<file path="config.mk">
export PLATFORM = sky130hd
export DESIGN_NAME = double_buffer_drain
export DESIGN_NICKNAME = d
export VERILOG_FILES = /design/src/rtl/dbd_pkg.sv /design/src/rtl/dbd_bank.sv /design/src/rtl/double_buffer_drain.sv
export SDC_FILE = /design/constraint.sdc
export NUM_CORES = 1
export LEC_CHECK = 0
export ABC_AREA = 1
export ABC_CLOCK_PERIOD_IN_PS = 1800
export CAP_MARGIN = 10
export CELL_PAD_IN_SITES_DETAIL_PLACEMENT = 1
export CELL_PAD_IN_SITES_GLOBAL_PLACEMENT = 1
export CORE_ASPECT_RATIO = 0.6
export CORE_MARGIN = 10
export CORE_UTILIZATION = 40
export DETAILED_ROUTE_END_ITERATION = 7
export GPL_ROUTABILITY_DRIVEN = 1
export PLACE_DENSITY_LB_ADDON = 0.1
export SYNTH_ARGS = -nofsm -noshare
export SYNTH_HDL_FRONTEND = slang
export SYNTH_SLANG_ARGS = --single-unit
</file>
<file path="constraint.sdc">
create_clock -name clk -period 1.8 [get_ports clk]
set_input_delay 0.27 -clock clk [delete_from_list [all_inputs] [get_ports clk]]
set_output_delay 0.27 -clock clk [all_outputs]
set_load 0.02 [all_outputs]
</file>
<file path="src/rtl/dbd_pkg.sv">
// Shared types and helpers for the double-buffered vector drain.
package dbd_pkg;

  typedef enum logic {RD_IDLE, RD_STREAM} rd_state_t;

  localparam int unsigned VEC_CNT_W = 16;

  // Element index width; a single-element vector still needs one index bit.
  function automatic int unsigned idx_w(input int unsigned n);
    return (n < 2) ? 1 : $clog2(n);
  endfunction

endpackage

</file>
<file path="src/rtl/dbd_bank.sv">
// One vector bank: whole-vector parallel load, single-element read mux.
module dbd_bank #(
  parameter int unsigned DATA_WIDTH  = 8,
  parameter int unsigned MATRIX_SIZE = 3,
  parameter int unsigned IDX_W       = 2
) (
  input  logic                            clk,
  input  logic                            rst,
  input  logic                            load_en,
  input  logic [DATA_WIDTH*MATRIX_SIZE-1:0] load_flat,
  input  logic [IDX_W-1:0]                sel,
  output logic [DATA_WIDTH-1:0]           elem
);

  logic [DATA_WIDTH-1:0] mem [MATRIX_SIZE];

  always_ff @(posedge clk) begin
    if (rst) begin
      for (int unsigned i = 0; i < MATRIX_SIZE; i++) mem[i] <= '0;
    end else if (load_en) begin
      for (int unsigned i = 0; i < MATRIX_SIZE; i++)
        mem[i] <= load_flat[DATA_WIDTH*i +: DATA_WIDTH];
    end
  end

  // Compare-based mux keeps out-of-range index codes reading zero.
  always_comb begin
    elem = '0;
    for (int unsigned i = 0; i < MATRIX_SIZE; i++)
      if (sel == IDX_W'(i)) elem = mem[i];
  end

endmodule

</file>
<file path="src/rtl/double_buffer_drain.sv">
// Ping-pong vector capture drained as a serial element stream.
// Optional DBD_VEC_COUNT_EN adds a 16-bit drained-vector counter output.
module double_buffer_drain
  import dbd_pkg::*;
#(
  parameter int unsigned DATA_WIDTH  = 8,
  parameter int unsigned MATRIX_SIZE = 3,
  localparam int unsigned IDX_W      = idx_w(MATRIX_SIZE)
) (
  input  logic                              clk,
  input  logic                              rst,
  input  logic                              vec_valid,
  output logic                              vec_ready,
  input  logic [DATA_WIDTH*MATRIX_SIZE-1:0] vec_in_flat,
  output logic                              elem_valid,
  input  logic                              elem_ready,
  output logic [DATA_WIDTH-1:0]             elem_data,
  output logic [IDX_W-1:0]                  elem_idx,
  output logic                              elem_last,
  output logic                              busy
`ifdef DBD_VEC_COUNT_EN
  ,
  output logic [VEC_CNT_W-1:0]              vec_count
`endif
);

  localparam logic [IDX_W-1:0] LAST_IDX = IDX_W'(MATRIX_SIZE - 1);

  rd_state_t             state, state_nxt;
  logic [1:0]            full;
  logic                  wr_ptr, rd_ptr;
  logic [IDX_W-1:0]      idx;
  logic [DATA_WIDTH-1:0] bank_elem [2];
  logic                  capture, xfer, xfer_last;

  assign vec_ready = !full[wr_ptr];
  assign capture   = vec_valid && vec_ready;
  assign busy      = |full;
  assign elem_idx  = idx;
  assign xfer      = elem_valid && elem_ready;
  assign xfer_last = xfer && elem_last;

  dbd_bank #(
    .DATA_WIDTH (DATA_WIDTH),
    .MATRIX_SIZE(MATRIX_SIZE),
    .IDX_W      (IDX_W)
  ) u_bank0 (
    .clk      (clk),
    .rst      (rst),
    .load_en  (capture && !wr_ptr),
    .load_flat(vec_in_flat),
    .sel      (idx),
    .elem     (bank_elem[0])
  );

  dbd_bank #(
    .DATA_WIDTH (DATA_WIDTH),
    .MATRIX_SIZE(MATRIX_SIZE),
    .IDX_W      (IDX_W)
  ) u_bank1 (
    .clk      (clk),
    .rst      (rst),
    .load_en  (capture && wr_ptr),
    .load_flat(vec_in_flat),
    .sel      (idx),
    .elem     (bank_elem[1])
  );

  always_comb begin
    state_nxt  = state;
    elem_valid = 1'b0;
    elem_data  = '0;
    elem_last  = 1'b0;
    case (state)
      RD_IDLE: begin
        if (full[rd_ptr]) state_nxt = RD_STREAM;
      end
      RD_STREAM: begin
        elem_valid = 1'b1;
        elem_data  = bank_elem[rd_ptr];
        elem_last  = (idx == LAST_IDX);
        // Back-to-back vectors continue without a bubble.
        if (elem_ready && elem_last && !full[~rd_ptr]) state_nxt = RD_IDLE;
      end
      default: state_nxt = RD_IDLE;
    endcase
  end

  // Capture and final drain always touch different banks, so both flag updates land.
  always_ff @(posedge clk) begin
    if (rst) begin
      state  <= RD_IDLE;
      full   <= '0;
      wr_ptr <= 1'b0;
      rd_ptr <= 1'b0;
      idx    <= '0;
    end else begin
      state <= state_nxt;
      if (capture) begin
        full[wr_ptr] <= 1'b1;
        wr_ptr       <= ~wr_ptr;
      end
      if (xfer_last) begin
        full[rd_ptr] <= 1'b0;
        rd_ptr       <= ~rd_ptr;
        idx          <= '0;
      end else if (xfer) begin
        idx <= idx + IDX_W'(1);
      end
    end
  end

`ifdef DBD_VEC_COUNT_EN
  always_ff @(posedge clk) begin
    if (rst)            vec_count <= '0;
    else if (xfer_last) vec_count <= vec_count + VEC_CNT_W'(1);
  end
`endif

endmodule

</file>
==> metrics <==
r2r startpoint=elem_idx[0]$_SDFFE_PP0P_; Worst Path Arrival=1.67 ns; syn nets=357; status=finished, violations left; layout net count=412; Root Buffer=clkbuf_16; Crit Path Max Fanout=8; largest net degree at the start of global routing=25; CTS buffer count=5; leak pwr=1.76 nW; post-place setup slack=-0.367 ns; Syn Std Cell Area=2810 um^2; first-pass GRT wire length=13,200 um; ys flop type=edfxtp_1; Clock Tree Buf Depth=2; die area=10,900 um^2; Fin. Hold Viols=0; n_diodes=0; Final Skew=0.00265 ns; Yosys top cell by area=edfxtp_1; failing checks=negative setup slack; CP Launch Point=elem_idx[0]$_SDFFE_PP0P_; Crit Path Class=flop to output pin; DRT Pass-1 Iters=4; ys async rst share=0%; PnR worst setup slack=-0.139 ns; num ports=42; RSZ-0062 raised after global routing=yes; Setup-failing EPs final=8; Die Wd=128 um; register area=1590 um^2; Vias=2,325; peak supply drop=0.353 mV; top cells by area, synth=edfxtp_1 (51%), nand2_1 (11%), inv_1 (7.5%); vias per inst=4.96; Rows=23; layout filler cell count=778; Post-synth EDFFs=48; Iter 0 DRT Violations=145; Tcrit/Tclk final=108%; min cycle time layout=1.94 ns; H-tree levels=2; final core occ=57.8%; top cell type's share of synthesized area=51.4%; Clk network pwr share=30.9%; die height=84.9 um; combinational share of power=19.7%; Final ANT Viol Nets=0; clock-pin slew of the registers on the worst-case setup and hold paths=0.07 ns; P&R area growth vs syn=38.6%; post-route setup TNS=-0.865 ns; initial core utilization=41.7%; WP data required=1.53 ns; hold buffers post-CTS=0; total of max-cap violations=0; max_slew headroom=83.6%; post-DP HPWL=5630 um; vias in the first global route=2,438; # port buffers=41; Placeable Area=6730 um^2; register area share after synthesis=56.4%; hold slack=0.578 ns; TritonCTS clock tree=done; internal power=2.27 mW; Slew @ Worst Pin=0.246 ns; Placer Congestion=0.811; Tot GR Track Use=15.5%; Final Max Slew Viols=0; post-route DRC violation count=0; Syn Inst Count=326; Synth Area per Inst=8.61 um^2; Post CTS Setup Buffer Count=0; post-synth cell types=19; Seq pwr share=49.4%; yosys warns=0; Worst-Skew Late Latency=0.30 ns; Overflow after GRT=0; most instantiated cells after synthesis=nand2_1 (83), inv_1 (56), nor2_1 (55); total power=3.11 mW; initial antenna violation count=0; clk sink count=55; Multi-input gate area=1130 um^2; placed inst area=3470 um^2; layout cells sized above 1=26.2%; wire per inst=18.0 um; post-synthesis register bit count=55; Worst setup SP type=flop; Switch Pwr=0.844 mW; PD cells=800 nW/um^2; worst hold start=full[1]$_SDFF_PP0_; DRT Wirelength=8460 um; Layout Cells excl Fill=469; HP Class=flop to flop; placed cell count=460; Setup crit end kind=output pin; Sw Ratio=27.1%; final instance area=3890 um^2; most numerous cell in the Yosys netlist=nand2_1; Max Fclk=516 MHz
[cells in the final DEF (no fill, tap or decap), types with 2 or more instances in the layout]
master,synthesis,routed
edfxtp_1,48,48
clkdlybuf4s50_1,0,30
buf_12,0,8
nand4_4,2,2
dfxtp_1,7,5
clkbuf_16,0,6
o21ai_0,5,5
nand2_4,0,7
nand2_2,0,22
buf_6,6,9
inv_1,56,54
nand3_1,19,10
nand3_4,0,3
dfxtp_4,0,2
a21oi_1,20,20
buf_4,4,11
nand2_1,83,54
ha_4,0,3
nand3_2,0,6
nor2_2,6,11
nor2_1,55,47
nor3_1,2,2
clkbuf_1,0,2
dlygate4sd2_1,0,2
inv_2,3,2
inv_4,0,3
nor2_4,0,3
[cell type report]
class / instances / area share, %
Clock buffer: 7 / 3.41
Clock inverter: 1 / 0.129
Inverter: 60 / 5.98
Multi-Input combinational cell: 197 / 29.0
Sequential cell: 55 / 40.8
Tap cell: 87 / 2.80
Timing Repair Buffer: 62 / 17.8
[metal layers]
metal	vias up	track usage (%)	wire length (um)
li1	1129	-	-
met1	1130	21.1	4020
met2	54	23.7	3940
met3	12	3.98	395
met4	0	4.38	102
met5	-	0	0
[cell families (layout without fill, tap and decap cells)]
| family | after synthesis | after routing | share of synthesized area [%] |
|---|---|---|---|
| XOR/XNOR | 1 | 1 | 0.312 |
| flip-flops | 55 | 55 | 56.4 |
| AO/OA/AOI/OAI | 26 | 26 | 4.73 |
| adder cells (fa/ha/maj) | 3 | 3 | 1.34 |
| AND/OR/NAND/NOR | 167 | 167 | 25.1 |
| buffers and inverters | 74 | 130 | 12.2 |
[registers in the layout, summed over array words and instances (netlist names)]
name         flops
u_bank0.mem     24
elem_idx         2
state            1
u_bank1.mem     24
full             2
wr_ptr           1
rd_ptr           1
[critical path, stage by stage (launching register included)]
cell	delay, ns
dfxtp_4	0.37
inv_4	0.08
ha_4	0.18
buf_12	0.15
nand2_2	0.08
nand2_1	0.08
nand3_1	0.09
nand2_1	0.08
inv_1	0.06
nor2_4	0.08
buf_6	0.12
[power groups by stage]
stage                     registers [mW]  clock network (mW)  logic (mW)
after floorplan                     1.55                   0       0.270
after global placement              1.55                   0       0.510
after detailed placement            1.56                   0       0.521
after CTS                           1.53               0.983       0.544
after global routing                1.55                1.05       0.668
final                               1.54               0.962       0.614
[final timing paths]
kind / cells past startpoint / end / slack, ns
min reg2reg: 2 / full[1]$_SDFF_PP0_ / 0.58
max: 10 / elem_data[2] / -0.14
min: 2 / full[1]$_SDFF_PP0_ / 0.58
max reg2reg: 8 / rd_ptr$_SDFFE_PP0P_ / 0.32
[timing repair]
action	4_1_cts	5_1_grt
resized for setup	76	47
gates cloned	0	1
pin swaps	1	17
endpoints found under the setup margin	11	9
No activity file was read; power rests on OpenSTA's default activity.
